<file path="config.mk">
export PLATFORM = sky130hd
export DESIGN_NAME = ttl_scan_decoder
export DESIGN_NICKNAME = d
export VERILOG_FILES = /design/src/rtl/ttl_scan_decoder.sv
export SDC_FILE = /design/constraint.sdc
export NUM_CORES = 1
export LEC_CHECK = 0
export ABC_AREA = 1
export ABC_CLOCK_PERIOD_IN_PS = 1700
export BUFFER_PORTS_ARGS = -buffer_cell sky130_fd_sc_hd__buf_2
export CAP_MARGIN = 20
export CORE_AREA = 5 5 42 44
export DETAILED_ROUTE_END_ITERATION = 8
export DIE_AREA = 0 0 47 49
export PLACE_DENSITY_LB_ADDON = 0.12
export SYNTH_ARGS = -nofsm -noshare
export SYNTH_HDL_FRONTEND = slang
export SYNTH_SLANG_ARGS = --single-unit
</file>
<file path="constraint.sdc">
create_clock -name Clk -period 1.7 [get_ports Clk]
set_input_delay 0.085 -clock Clk [delete_from_list [all_inputs] [get_ports Clk]]
set_output_delay 0.085 -clock Clk [all_outputs]
set_load 0.1 [all_outputs]
</file>
<file path="src/rtl/ttl_scan_decoder.sv">
// Multi-block scanning 1-of-N decoder: each block holds a loadable/incrementing
// address register and drives an active-low one-hot decode gated by Enable_bar.
module ttl_scan_decoder #(
  parameter int BLOCKS     = 2,
  parameter int WIDTH_IN   = 2,
  parameter int DELAY_RISE = 0,
  parameter int DELAY_FALL = 0
) (
  input  logic                               Clk,
  input  logic                               Clear_bar,
  input  logic [BLOCKS-1:0]                  Enable_bar,
  input  logic [BLOCKS-1:0]                  Load_bar,
  input  logic [BLOCKS-1:0]                  Count,
  input  logic [BLOCKS*WIDTH_IN-1:0]         A_2D,
  output logic [BLOCKS*(2**WIDTH_IN)-1:0]    Y_2D,
  output logic [BLOCKS*WIDTH_IN-1:0]         Q_2D,
  output logic [BLOCKS-1:0]                  TC
);

  localparam int WIDTH_OUT = 2 ** WIDTH_IN;

  logic [BLOCKS*WIDTH_IN-1:0]  addr;
  logic [BLOCKS*WIDTH_OUT-1:0] y;
  logic [BLOCKS-1:0]           tc;

  // Load beats Count; the increment wraps naturally at WIDTH_IN bits.
  always_ff @(posedge Clk or negedge Clear_bar) begin
    if (!Clear_bar) begin
      addr <= '0;
    end else begin
      for (int unsigned b = 0; b < BLOCKS; b++) begin
        if (!Load_bar[b]) begin
          addr[b*WIDTH_IN +: WIDTH_IN] <= A_2D[b*WIDTH_IN +: WIDTH_IN];
        end else if (Count[b]) begin
          addr[b*WIDTH_IN +: WIDTH_IN] <= addr[b*WIDTH_IN +: WIDTH_IN] + WIDTH_IN'(1);
        end
      end
    end
  end

  always_comb begin
    y  = '1;
    tc = '0;
    for (int unsigned b = 0; b < BLOCKS; b++) begin
      if (!Enable_bar[b]) begin
        y[b*WIDTH_OUT + int'(addr[b*WIDTH_IN +: WIDTH_IN])] = 1'b0;
      end
      tc[b] = Count[b] & (&addr[b*WIDTH_IN +: WIDTH_IN]);
    end
  end

  // Rise/fall delays have no hardware meaning; outputs are zero-delay and
  // negative delay settings are rejected by tying the outputs off.
  if (DELAY_RISE >= 0 && DELAY_FALL >= 0) begin : g_out
    assign Y_2D = y;
    assign Q_2D = addr;
    assign TC   = tc;
  end else begin : g_bad_delay
    assign Y_2D = '1;
    assign Q_2D = '0;
    assign TC   = '0;
  end

endmodule

</file>
# Word-level counts from Yosys, hierarchy flattened
# Index checks and enable logic that the tools add are counted.
classes:
  addsub: 3
  mul: 0
  div_mod_pow: 0
  magnitude_cmp: 4
  n_eq_ne: 2
  n_shift: 0
  n_mux: 10
  bitwise_logic: 5
  reduce_logical: 4
ops:
  columns: ["op", "count"]
  rows:
  - ["two-way mux 8 bit", 2]
  - ["AND 8 bit", 1]
  - ["two-way mux 2 bit", 4]
  - ["inverter 4 -> 8 bit", 1]
  - ["inverter 8 bit", 1]
  - ["adder 2 x 1 -> 2 bit (second input constant)", 2]
  - ["adder 3 x 2 -> 4 bit (first input constant)", 1]
  - ["greater-or-equal comparator 4 x 1 -> 1 bit (second input constant)", 1]
  - ["< comparator 2 x 4 -> 1 bit (second input constant)", 1]
  - ["< comparator 4 bit (second input constant)", 1]
  - ["!= test 2 x 1 -> 1 bit (second input constant)", 2]
  - ["AND reduction 2 bit", 2]
  - ["demux 1 bit (select 3 bit)", 1]
  - ["AND 1 bit", 2]
  - ["demux 1 bit (select 2 bit)", 1]
  - ["greater-or-equal comparator 2 x 1 -> 1 bit (second input constant)", 1]
  - ["logical AND 1 bit", 2]
  - ["two-way mux 1 bit", 2]
word_totals:
  ff_bits: 4
  latchBits: 0
  mem_bits_rw: 0
  rom_bits: 0
  n_memories: 0

# Longest topological paths before layout
# Gate-level depths: netlist (run 1).
logic_depth:
  word_depth: 8
  mapped_depth: 6

# Worst setup path after synthesis (run 1)
# No wires, ideal clock.
synth_timing:
  path_type: "register to output"
  start: "reg addr[2], in the netlist Q_2D[2]"
  end: "out Y_2D[6]"
  arrival_ps: 2026
  required_ps: 1615
  path_slack_ps: -411
  stages_incl_launch_ff: 4
  path_cell_list: "dfrtp_1 inv_1 ha_1 nand2_1"
synth_via:
  elab_chain_cells: 8
  elab_cells_between_ends: 9
  classes_between: "1 x add/sub; 2 x order compare; 3 x mux; 2 x bitwise; 1 x reduce/logical"
synth_rtl:
  columns: ["item", "line", "source"]
  rows:
  - ["start: declaration", "22", "logic [BLOCKS*WIDTH_IN-1:0] addr;"]
  - ["start signal: indexed assignment", "33", "addr[b*WIDTH_IN +: WIDTH_IN] <= A_2D[b*WIDTH_IN +: WIDTH_IN];"]
  - ["start signal: indexed assignment", "35", "addr[b*WIDTH_IN +: WIDTH_IN] <= addr[b*WIDTH_IN +: WIDTH_IN] + WIDTH_IN'(1);"]
  - ["adder 3 x 2 -> 4 bit *", "46", "y[b*WIDTH_OUT + int'(addr[b*WIDTH_IN +: WIDTH_IN])] = 1'b0;"]
  - ["greater-or-equal comparator 4 x 1 -> 1 bit (not written as such) or < comparator 4 bit (tied branches)", "46", null]
  - ["logical AND 1 bit (not written as such)", "46", null]
  - ["two-way mux 1 bit (not written as such)", "46", null]
  - ["demux 1 bit (select 3 bit) *", "46", null]
  - ["inverter 8 bit (no source line) *", null, null]
  - ["AND 8 bit (no source line) *", null, null]
  - ["two-way mux 8 bit *", "45", "if (!Enable_bar[b]) begin"]
  - ["end: declaration", "15", "output logic [BLOCKS*(2**WIDTH_IN)-1:0] Y_2D,"]
# Every way passes the cells marked *; elsewhere a longest branch is shown, timed or not.

# Final worst setup path (run 1)
layout_timing:
  start: "reg addr[0], in the netlist Q_2D[0]"
  end: "out Y_2D[0]"
layout_via:
  elab_chain_cells: 8
  elab_cells_between_ends: 9
  classes_between: "2 x order compare; 4 x mux; 2 x bitwise; 1 x reduce/logical"
layout_rtl:
  columns: ["item", "line"]
  rows:
  - ["< comparator 2 x 4 -> 1 bit (not written as such) or greater-or-equal comparator 2 x 1 -> 1 bit (tied branches)", "46"]
  - ["logical AND 1 bit (not written as such)", "46"]
  - ["two-way mux 1 bit (not written as such)", "46"]
  - ["demux 1 bit (select 2 bit) *", "46"]
  - ["inverter 4 -> 8 bit (no source line) *", null]
  - ["two-way mux 8 bit *", "45"]
  - ["AND 8 bit (no source line)", null]
  - ["two-way mux 8 bit *", "45"]
# Marks and branches as above.

==> results.ini, run 1 <==
[outcome]
result_of_the_run = finished clean

[floorplanning]
row_count = 14
die_x_um = 47
floorplan.die_area_mm2 = 0.002303
io-pin-count = 26
core_area_mm2 = 0.001401
initial_core_util_pct = 26.34
die_h_um = 49

[routing]
antenna_violating_nets_post_route = 0
first_iter_violations = 5
drt-total-wl_um = 874
avgRoutedWirePerCell_um = 8.828
firstDrtPassIters = 3
drc = 0
route.vias.total = 388
via_per_inst = 3.919

[clocking]
clock_sink_count = 4
clock_tree.buffer_depth = 2
cts_htree_levels = 1
postCtsSetupRepairBufs = 0
cts.reportedPaths.clkPinSlew_ns = 0.04
cts_inserted_buffers = 3
cts_tree = yes
clock_insertion_delay_worst_skew_ns = 0.23
cts_root_buf = sky130_fd_sc_hd__clkbuf_4

[global_routing]
grtUsageTotal_pct = 8.551
globalRoute.totalOverflow = 0
number_of_global_route_vias_before_repair = 341
antenna_violations_before_repair = 0
grt_start_max_net_pins = 8
grt_first_pass_wirelength_um = 1490

[worst_hold_path]
hold-path-cell-count = 3
hold_class = input port to flop

[sta]
max-slew-margin-rel_pct = 67.62
hold_viol_final = 0
tightestPinTransition_ns = 0.4890
worst_slack_setup_final_ns = 0.2319
min_period_over_period_pct = 86.36
timing.fmax_mhz = 681.1
timing.final.setup_violations = 0
total_negative_setup_slack_ns = 0
finalClockSkew_ns = 0.00006142
timing.final.crit_period_ns = 1.468
drv_slew = 0
rsz0062_at_grt = no

[layout]
fraction_of_final_layout_cells_sized_beyond_drive_strength_1_pct = 44.58
n_antenna_cell = 0
layout.core_utilization_pct = 40.27
leading_cell_type_in_the_layout_fill_and_taps_excluded = sky130_fd_sc_hd__buf_2
fin_nets = 105
layout_common_cells = sky130_fd_sc_hd__buf_2 (25), sky130_fd_sc_hd__nand2_1 (16), sky130_fd_sc_hd__inv_1 (12)
sequential_cell_area_um2 = 105.1
multi_input_area_um2 = 236.5
area_delta_synth_final_pct = 52.88
fill_cells = 162
largest_reg_flops = 4

[synthesis]
netlist_top_cells_area = sky130_fd_sc_hd__dfrtp_1 (27%), sky130_fd_sc_hd__ha_1 (27%), sky130_fd_sc_hd__nand2_1 (21%)
synthesis.area_per_instance_um2 = 6.835
synth_cells = 54
synthDominantAreaCellType = sky130_fd_sc_hd__dfrtp_1
yosys_reg_bits = 4
netlist-cell-type-count = 6
synth-seq-area-share_pct = 27.12
synthesis.nets = 74
yosys.area.top_type_share_pct = 27.12
combined_area_of_all_synthesized_cells_um2 = 369.1
synth_warnings = 0

[pwr]
leakage_uw = 0.0003466
max_rail_drop_vdd_uv = 309.6
pwr_cell_area_mw_per_mm2 = 1040

[setup_path]
worst_ep_required_time_ns = 1.62
worst_setup_path_end_kind = output pin
worstSetupPathType = flop to output pin
crit_fanout = 5
timing.critical_path.from_type = flop
r2r.worst_path.cells = 6
timing.critical_path.arrival_ns = 1.38

[placed_design]
dp_worst_setup_slack_ns = 0.4629
numPortBuffers = 25
dp_hpwl_um = 736.4
finalWeightedCongestion = 0.6939

[flow_run]
max_cap_violations = 0

-- final timing paths --
| check | endpoint | start | slack, ns |
|---|---|---|---|
| setup / recovery | Y_2D[0] | Q_2D[0] | 0.23 |
| hold / removal | Q_2D[1] | A_2D[1] | 0.08 |
| setup reg to reg | Q_2D[1] | Q_2D[0] | 0.58 |
| hold reg to reg | Q_2D[0] | Q_2D[0] | 0.57 |
| max in group asynchronous | Q_2D[2] | Clear_bar | 1.38 |
| min in group asynchronous | Q_2D[1] | Clear_bar | 0.18 |
-- cells in the mapped netlist (all sizes together) --
master,n
nand2,21
nand3,8
o21ai,1
ha,8
inv,12
dfrtp,4
-- per-layer routing --
metal	part of all wire [%]	GRT usage, %	vias up
met1	45	12.89	160
li1	-	-	219
met3	7.0	1.107	0
met4	0	5.530	0
met5	0	0	-
met2	49	10.86	9
-- per-stage QoR --
stage	cells	cell area, um^2	total power [uW]	hold WS, ns
global route	99	564.3	624.1	0.07924
CTS	99	564.3	599.6	0.07345
detailed placement	95	531.8	472.3	-0.1036
global placement	95	531.8	471.1	-0.1055
finish	99	564.3	587.1	0.07607
floorplan	54	386.6	408.3	-0.2106
-- kinds of logic after synthesis --
family                     count (synthesis)  synth area share, %
and+or+nand+nor                           29                32.21
buffers and inverters                     12                12.20
adders and majority gates                  8                27.12
DFF                                        4                27.12
AOI/OAI and AO/OA                          1                1.355
-- where the power goes --
group          internal (uW)  switching (uW)  leakage [uW]  total, uW
sequential               110            16.6     0.0000434        127
clock                   79.0            39.8     0.0000138        119
combinational           60.5             281      0.000289        342
total                    250             337      0.000347        587
-- cell type report --
cell class                 count  area share [%]
multi-input combinational     38           41.91
timing repair buffer          26           23.95
sequential                     4           18.63
inverter                      12           7.982
clock buffer                   3           3.991
tap                           16           3.548
-- critical path: stages, from the launching register on --
cell and delay [ns]:
sky130_fd_sc_hd__dfrtp_2 0.39, sky130_fd_sc_hd__inv_1 0.08, sky130_fd_sc_hd__ha_1 0.21, sky130_fd_sc_hd__nand2_2 0.06, sky130_fd_sc_hd__buf_2 0.41
-- timing repair --
action,4_1_cts,5_1_grt
resized for setup,0,0
hold buffers,1,0
endpoints found under the hold margin,4,0
(Power assumes the default switching activity.)
==> run 2: changes to the inputs <==
- ABC_AREA: 1 -> default
- ABC_CLOCK_PERIOD_IN_PS: 1700 -> 1900
- clock period: 1.7 -> 1.9 ns (I/O delays scaled with it)
==> run 2 against run 1 <==
  * Sequential share of layout area is essentially flat
  * Sequential power down 10%
  * Die area unchanged
  * Final area is 2.4% lower
  * Area after synthesis shrank 4.7%
  * Global-route usage shrank 0.71 points
  * Combinational power decreased by 3%
  * Critical endpoint is now TC[0]
  * Largest cell class unchanged
==> results.ini, run 2 <==
[routing]
firstDrtPassIters = 1  ; was 3
route.vias.total = 340  ; was 388
avgRoutedWirePerCell_um = 9.434  ; was 8.828 um
first_iter_violations = 0  ; was 5
drc = 0  ; unchanged
antenna_violating_nets_post_route = 0  ; unchanged
drt-total-wl_um = 783  ; was 874 um
via_per_inst = 4.096  ; was 3.919

[pwr]
pwr_cell_area_mw_per_mm2 = 1000  ; was 1040 mW/mm^2
max_rail_drop_vdd_uv = 356.9  ; was 309.6 uV
leakage_uw = 0.0002897  ; was 0.0003466 uW

[sta]
timing.final.crit_period_ns = 1.503
timing.fmax_mhz = 665.5
tightestPinTransition_ns = 0.4903  ; was 0.4890 ns
hold_viol_final = 0  ; unchanged
max-slew-margin-rel_pct = 67.54  ; was 67.62%
timing.final.setup_violations = 0  ; unchanged
finalClockSkew_ns = 0.00006908  ; was 0.00006142 ns
rsz0062_at_grt = no  ; unchanged
min_period_over_period_pct = 79.09
drv_slew = 0  ; unchanged

[clocking]
cts_tree = yes  ; unchanged
cts_root_buf = sky130_fd_sc_hd__clkbuf_4  ; unchanged
clock_tree.buffer_depth = 2  ; unchanged
clock_sink_count = 4  ; unchanged
cts_inserted_buffers = 3  ; unchanged
clock_insertion_delay_worst_skew_ns = 0.23  ; about the same
cts.reportedPaths.clkPinSlew_ns = 0.04  ; about the same
cts_htree_levels = 1  ; unchanged
postCtsSetupRepairBufs = 0  ; unchanged

[setup_path]
critical_path.max_stage_delay_ns = 0.41  ; about the same
timing.critical_path.from_type = flop  ; unchanged
cp_num_buf_inv = 1  ; was 2
cp_num_cells = 3  ; was 4
regToRegEndpoint = Q_2D[3]  ; was Q_2D[1]
cp_cell_sequence = ha_1, and2_2, buf_2  ; was inv_1, ha_1, nand2_2, buf_2
worst_setup_path_end_kind = output pin  ; unchanged
worstReg2RegStart = Q_2D[3]  ; was Q_2D[0]
ff2ff_setup_slack_ns = 0.80  ; was 0.58 ns
worstSetupStartpoint = Q_2D[1]  ; was Q_2D[0]
r2r.worst_path.cells = 4  ; was 6
cpLargestDelayFamily = flip-flops  ; was buffers and inverters
worstSetupPathType = flop to output pin  ; unchanged
worst_ep_required_time_ns = 1.80  ; was 1.62 ns
timing.critical_path.arrival_ns = 1.41  ; was 1.38 ns
crit_fanout = 5  ; unchanged
critPathCapture = TC[0]  ; was Y_2D[0]
cpMaxStageDelayCell = sky130_fd_sc_hd__dfrtp_1  ; was sky130_fd_sc_hd__buf_2

[layout]
fraction_of_final_layout_cells_sized_beyond_drive_strength_1_pct = 58.21  ; was 44.58%
fill_cells = 159  ; was 162
leading_cell_type_in_the_layout_fill_and_taps_excluded = sky130_fd_sc_hd__buf_2  ; unchanged
layout_common_cells = sky130_fd_sc_hd__buf_2 (25), sky130_fd_sc_hd__ha_1 (8), sky130_fd_sc_hd__nand2b_2 (7)  ; was sky130_fd_sc_hd__buf_2 (25), sky130_fd_sc_hd__nand2_1 (16), sky130_fd_sc_hd__inv_1 (12)
layout.core_utilization_pct = 39.29  ; was 40.27%
fin_nets = 89  ; was 105
final_area_um2 = 550.5  ; was 564.3 um^2
n_antenna_cell = 0  ; unchanged
post_layout_nonfiller_instances = 83  ; was 99
largest_reg_flops = 4  ; unchanged
area_delta_synth_final_pct = 56.58  ; was 52.88%

[worst_hold_path]
hold_class = input port to flop  ; unchanged

[synthesis]
yosys.area.top_type_share_pct = 28.47  ; was 27.12%
netlist-cell-type-count = 10  ; was 6
synth-seq-area-share_pct = 28.47  ; was 27.12%
synth_cells = 38  ; was 54
synth_enable_flop_cells = 0  ; unchanged
netlist_top_cells_area = sky130_fd_sc_hd__dfrtp_1 (28%), sky130_fd_sc_hd__ha_1 (28%), sky130_fd_sc_hd__nand2b_1 (14%)  ; was sky130_fd_sc_hd__dfrtp_1 (27%), sky130_fd_sc_hd__ha_1 (27%), sky130_fd_sc_hd__nand2_1 (21%)
yosys_reg_bits = 4  ; unchanged
async_flop_share_pct = 100.0  ; unchanged
synthDominantAreaCellType = sky130_fd_sc_hd__dfrtp_1  ; unchanged
synthesis.area_per_instance_um2 = 9.252  ; was 6.835 um^2
synthesis.nets = 58  ; was 74
synth_commonest_cells = sky130_fd_sc_hd__ha_1 (8), sky130_fd_sc_hd__nand2b_1 (8)  ; was sky130_fd_sc_hd__nand2_1 (21), sky130_fd_sc_hd__inv_1 (12), sky130_fd_sc_hd__ha_1 (8), sky130_fd_sc_hd__nand3_1 (8), sky130_fd_sc_hd__dfrtp_1 (4)
combined_area_of_all_synthesized_cells_um2 = 351.6  ; was 369.1 um^2
synth-main-ff-cell = sky130_fd_sc_hd__dfrtp_1  ; unchanged
synth_warnings = 0  ; unchanged

[placed_design]
placed_cells = 79  ; was 95
numPortBuffers = 25  ; unchanged
finalWeightedCongestion = 0.6557  ; was 0.6939
dp_hpwl_um = 695  ; was 736.4 um
post_dp_cell_area_um2 = 518.0  ; was 531.8 um^2

[global_routing]
number_of_global_route_vias_before_repair = 327  ; was 341
grtUsageTotal_pct = 7.845  ; was 8.551%
grt_first_pass_wirelength_um = 1276  ; was 1490 um
antenna_violations_before_repair = 0  ; unchanged
globalRoute.totalOverflow = 0  ; unchanged
grt_start_max_net_pins = 6  ; was 8

[flow_run]
max_cap_violations = 0  ; unchanged

[floorplanning]
floorplan.die_area_mm2 = 0.002303  ; unchanged
initial_core_util_pct = 25.09  ; was 26.34%
die_x_um = 47  ; unchanged
core_area_mm2 = 0.001401  ; unchanged
io-pin-count = 26  ; unchanged
row_count = 14  ; unchanged
die_h_um = 49  ; unchanged

[outcome]
result_of_the_run = finished clean  ; unchanged

-- run 2: worst register-to-register path, delay by kind of cell (launching register included) --
family,cells,cell delay (ns)
adder cells (fa/ha/maj),1,0.27
flip-flops,1,0.40
AO/OA/AOI/OAI,1,0.09
multiplexers,1,0.14
buffers and inverters,1,0.08
-- run 2: logic make-up (layout without fill, tap and decap cells) --
| family | count (synthesis) | count (layout) | synth area share (%) |
|---|---|---|---|
| XOR/XNOR | 2 | 2 | 4.983 |
| AND/OR/NAND/NOR | 14 | 14 | 22.42 |
| adder cells (fa/ha/maj) | 8 | 8 | 28.47 |
| buffers and inverters | 4 | 33 | 4.269 |
| AO/OA/AOI/OAI | 4 | 4 | 5.694 |
| multiplexers | 2 | 2 | 5.694 |
| flip-flops | 4 | 4 | 28.47 |
-- run 2: worst min-delay path by stage --
stage,from,endpoint,cells after the start
2_1_floorplan,Clear_bar,Q_2D[0],0
3_3_place_gp,Clear_bar,Q_2D[1],1
3_5_place_dp,Clear_bar,Q_2D[1],1
4_1_cts,Load_bar[1],Q_2D[2],2
5_1_grt,Load_bar[1],Q_2D[3],2
6_report,Load_bar[1],Q_2D[2],2
-- run 2: routing by layer --
layer	global-route usage [%]	part of all wire (%)
met3	3.690	14
met1	7.778	36
met2	12.22	50
met4	5.530	1.0
met5	0	0
-- run 2: final cells by class --
type | count | area (um^2) | area share (%)
Multi-Input combinational cell | 30 | 255.2 | 46.36
Inverter | 4 | 15.01 | 2.727
Sequential cell | 4 | 102.6 | 18.64
Tap cell | 16 | 20.02 | 3.636
Timing Repair Buffer | 26 | 135.1 | 24.55
Clock buffer | 3 | 22.52 | 4.091
-- run 2: what timing repair did --
action                    in CTS  in global routing
hold buffers                   1                  0
resized for setup              0                  0
hold endpoints to repair       4                  0
-- run 2: metrics by stage --
step | total power, uW | setup slack, ns | hold slack, ns | setup TNS, ns
6_report | 550.7 | 0.3973 | 0.06529 | 0
5_1_grt | 575.7 | 0.3139 | 0.08591 | 0
4_1_cts | 560.2 | 0.3737 | 0.05884 | 0
3_5_place_dp | 448.3 | 0.6334 | -0.09227 | 0
3_3_place_gp | 450.2 | 0.6212 | -0.09495 | 0
2_1_floorplan | 389.7 | -0.009788 | -0.2006 | -0.009788
-- run 2: power breakdown --
part | internal, uW | switching (uW) | leakage, uW
sequential | 98.0 | 15.7 | 0.0000433
combinational | 66.3 | 265 | 0.000233
clock | 70.7 | 35.4 | 0.0000138
==> run 3: changes to the inputs <==
- ABC_CLOCK_PERIOD_IN_PS: 1900 -> 1320
- clock period: 1.9 -> 1.32 ns (I/O delays scaled with it)
==> run 3 against run 2 <==
  * Worst hold slack lost 0.022 ns
  * Utilization grew 19 points
  * Die area is the same
  * Sequential share of layout area shrank 4.4 points
  * Register-to-register slack lost 0.67 ns
==> results.ini, run 3 (synthesis gave the netlist of run 2 again) <==
[outcome]
result_of_the_run = finished clean  ; unchanged

[setup_path]
regToRegEndpoint = Q_2D[3]  ; unchanged
worstReg2RegStart = Q_2D[2]  ; was Q_2D[3]
worst_setup_path_end_kind = output pin  ; unchanged
crit_fanout = 5  ; unchanged
worst_ep_required_time_ns = 1.25  ; was 1.80 ns
cp_cell_sequence = inv_2, ha_2, nand2b_4, buf_12  ; was ha_1, and2_2, buf_2
timing.critical_path.from_type = flop  ; unchanged
worstSetupPathType = flop to output pin  ; unchanged
cpMaxStageDelayCell = sky130_fd_sc_hd__dfrtp_4  ; was sky130_fd_sc_hd__dfrtp_1
r2r.worst_path.cells = 4  ; unchanged
ff2ff_setup_slack_ns = 0.13  ; was 0.80 ns
timing.critical_path.arrival_ns = 1.24  ; was 1.41 ns
critical_path.max_stage_delay_ns = 0.52  ; was 0.41 ns

[layout]
area_delta_synth_final_pct = 130.6  ; was 56.58%
largest_reg_flops = 4  ; unchanged
fraction_of_final_layout_cells_sized_beyond_drive_strength_1_pct = 79.41  ; was 58.21%
layout.core_utilization_pct = 57.86  ; was 39.29%
fin_nets = 90  ; was 89
leading_cell_type_in_the_layout_fill_and_taps_excluded = sky130_fd_sc_hd__buf_2  ; unchanged
final_area_um2 = 810.8  ; was 550.5 um^2
n_antenna_cell = 0  ; unchanged
layout_common_cells = sky130_fd_sc_hd__buf_2 (15), sky130_fd_sc_hd__buf_12 (10), sky130_fd_sc_hd__nand2b_4 (7)  ; was sky130_fd_sc_hd__buf_2 (25), sky130_fd_sc_hd__ha_1 (8), sky130_fd_sc_hd__nand2b_2 (7)

[sta]
rsz0062_at_grt = yes  ; was no
finalClockSkew_ns = 0.006980  ; was 0.00006908 ns
max-slew-margin-rel_pct = 67.58  ; was 67.54%
total_negative_setup_slack_ns = 0  ; unchanged
hold_viol_final = 0  ; unchanged
tightestPinTransition_ns = 0.4897  ; was 0.4903 ns
timing.final.crit_period_ns = 1.304
timing.final.setup_violations = 0  ; unchanged
min_period_over_period_pct = 98.78
drv_slew = 0  ; unchanged
timing.fmax_mhz = 766.9

[routing]
drt-total-wl_um = 924  ; was 783 um
firstDrtPassIters = 2  ; was 1
avgRoutedWirePerCell_um = 11.00  ; was 9.434 um
route.vias.total = 357  ; was 340
via_per_inst = 4.250  ; was 4.096
antenna_violating_nets_post_route = 0  ; unchanged
first_iter_violations = 1  ; was 0
drc = 0  ; unchanged

[floorplanning]
floorplan.die_area_mm2 = 0.002303  ; unchanged
io-pin-count = 26  ; unchanged
core_area_mm2 = 0.001401  ; unchanged
die_x_um = 47  ; unchanged
die_h_um = 49  ; unchanged
initial_core_util_pct = 25.09  ; unchanged
row_count = 14  ; unchanged

[worst_hold_path]
hold_class = input port to flop  ; unchanged
min_delay_worst_endpoint = Q_2D[1]  ; was Q_2D[2]
hold-path-cell-count = 2  ; unchanged
holdCritStartpoint = Load_bar[0]  ; was Load_bar[1]

[global_routing]
grt_first_pass_wirelength_um = 1497  ; was 1276 um
number_of_global_route_vias_before_repair = 369  ; was 327
globalRoute.totalOverflow = 0  ; unchanged
antenna_violations_before_repair = 0  ; unchanged
grtUsageTotal_pct = 9.033  ; was 7.845%
grt_start_max_net_pins = 6  ; unchanged

[pwr]
p_clk_share_pct = 15.2  ; was 19.3%
leakage_uw = 0.0003887  ; was 0.0002897 uW
pwr_cell_area_mw_per_mm2 = 1196  ; was 1000 mW/mm^2
intPower_uw = 469.1  ; was 235.0 uW
max_rail_drop_vdd_uv = 732.5  ; was 356.9 uV
total_switching_power_uw = 500.9  ; was 315.7 uW
share_of_total_power_in_combinational_logic_pct = 65.4  ; was 60.1%
p_sw_share_pct = 51.64  ; was 57.32%
pwr-share-seq_pct = 19.3  ; was 20.7%

[clocking]
clock_insertion_delay_worst_skew_ns = 0.23  ; about the same
cts_tree = yes  ; unchanged
cts_htree_levels = 1  ; unchanged
cts_inserted_buffers = 3  ; unchanged
clock_sink_count = 4  ; unchanged
clock_tree.buffer_depth = 2  ; unchanged
cts.reportedPaths.clkPinSlew_ns = 0.04  ; about the same
cts_root_buf = sky130_fd_sc_hd__clkbuf_4  ; unchanged

[placed_design]
post_dp_cell_area_um2 = 720.7  ; was 518.0 um^2
finalWeightedCongestion = 0.6585  ; was 0.6557
numPortBuffers = 25  ; unchanged
dp_hpwl_um = 801.1  ; was 695 um

[flow_run]
max_cap_violations = 0  ; unchanged

## run 3: cell types whose count changed in the layout (fill, tap and decap cells not counted), moves of 4 or more
cell,previous run,this run
sky130_fd_sc_hd__nand2b_4,0,7
sky130_fd_sc_hd__dfrtp_4,0,4
sky130_fd_sc_hd__ha_1,8,1
sky130_fd_sc_hd__buf_12,0,10
sky130_fd_sc_hd__ha_2,0,4
sky130_fd_sc_hd__buf_2,25,15
sky130_fd_sc_hd__inv_1,4,0
sky130_fd_sc_hd__nand2b_2,7,1
## run 3: critical path, delay by kind of cell, from the launching register on
family	cells	cell delay [ns]
adders and majority gates	1	0.19
DFF	1	0.52
and+or+nand+nor	1	0.06
buffers and inverters	2	0.24
## run 3: power by group through the flow
stage / registers [uW] / logic, uW / clock network, uW
3_3_place_gp: 175 / 608 / 0
3_5_place_dp: 177 / 612 / 0
5_1_grt: 192 / 662 / 168
6_report: 188 / 635 / 148
4_1_cts: 180 / 620 / 157
2_1_floorplan: 295 / 312 / 0
## run 3: layer usage
layer  vias to the layer above  wire (um)  part of all wire (%)  track usage [%]
li1                        181          -                     -                -
met1                       164        326                    35            9.071
met2                        12        552                    60            15.61
met3                         0         46                   5.0            2.214
met4                         0          0                     0            5.530
met5                         -          0                     0                0
## run 3: cell type report
class	count	area (um^2)
fillers	132	590.6
flip-flops and latches	4	115.1
repair buffers	27	292.8
multi-input cells	30	342.8
inverters	4	17.52
well taps	16	20.02
clock buffers	3	22.52
## run 3: how the worst max path moves through the flow
| stage | start | endpoint | depth (start not counted) |
|---|---|---|---|
| after detailed placement | Q_2D[1] | Q_2D[1] | 4 |
| final | Q_2D[2] | Y_2D[4] | 4 |
| after global routing | Q_2D[2] | Y_2D[4] | 4 |
| after CTS | Q_2D[0] | TC[0] | 3 |
| after global placement | Q_2D[3] | Q_2D[3] | 4 |
| after floorplan | Q_2D[2] | Y_2D[6] | 3 |
## run 3: repair_timing
item / 4_1_cts / 5_1_grt
setup buffers: 0 / 1
setup endpoints to repair: 3 / 8
hold buffers: 1 / 0
hold endpoints to repair: 4 / 0
gates cloned: 0 / 0
resized for setup: 3 / 10
pin swaps: 0 / 1
## run 3: metrics by stage
step,hold WS [ns],worst slack (ns),std cells,total power [uW]
global placement,-0.1233,0.1898,79,783.7
finish,0.04343,0.01607,84,969.9
CTS,0.04073,-0.005294,83,956.1
floorplan,-0.2296,-0.02748,38,606.9
detailed placement,-0.1218,0.1693,79,788.8
global route,0.05390,-0.02715,84,1021
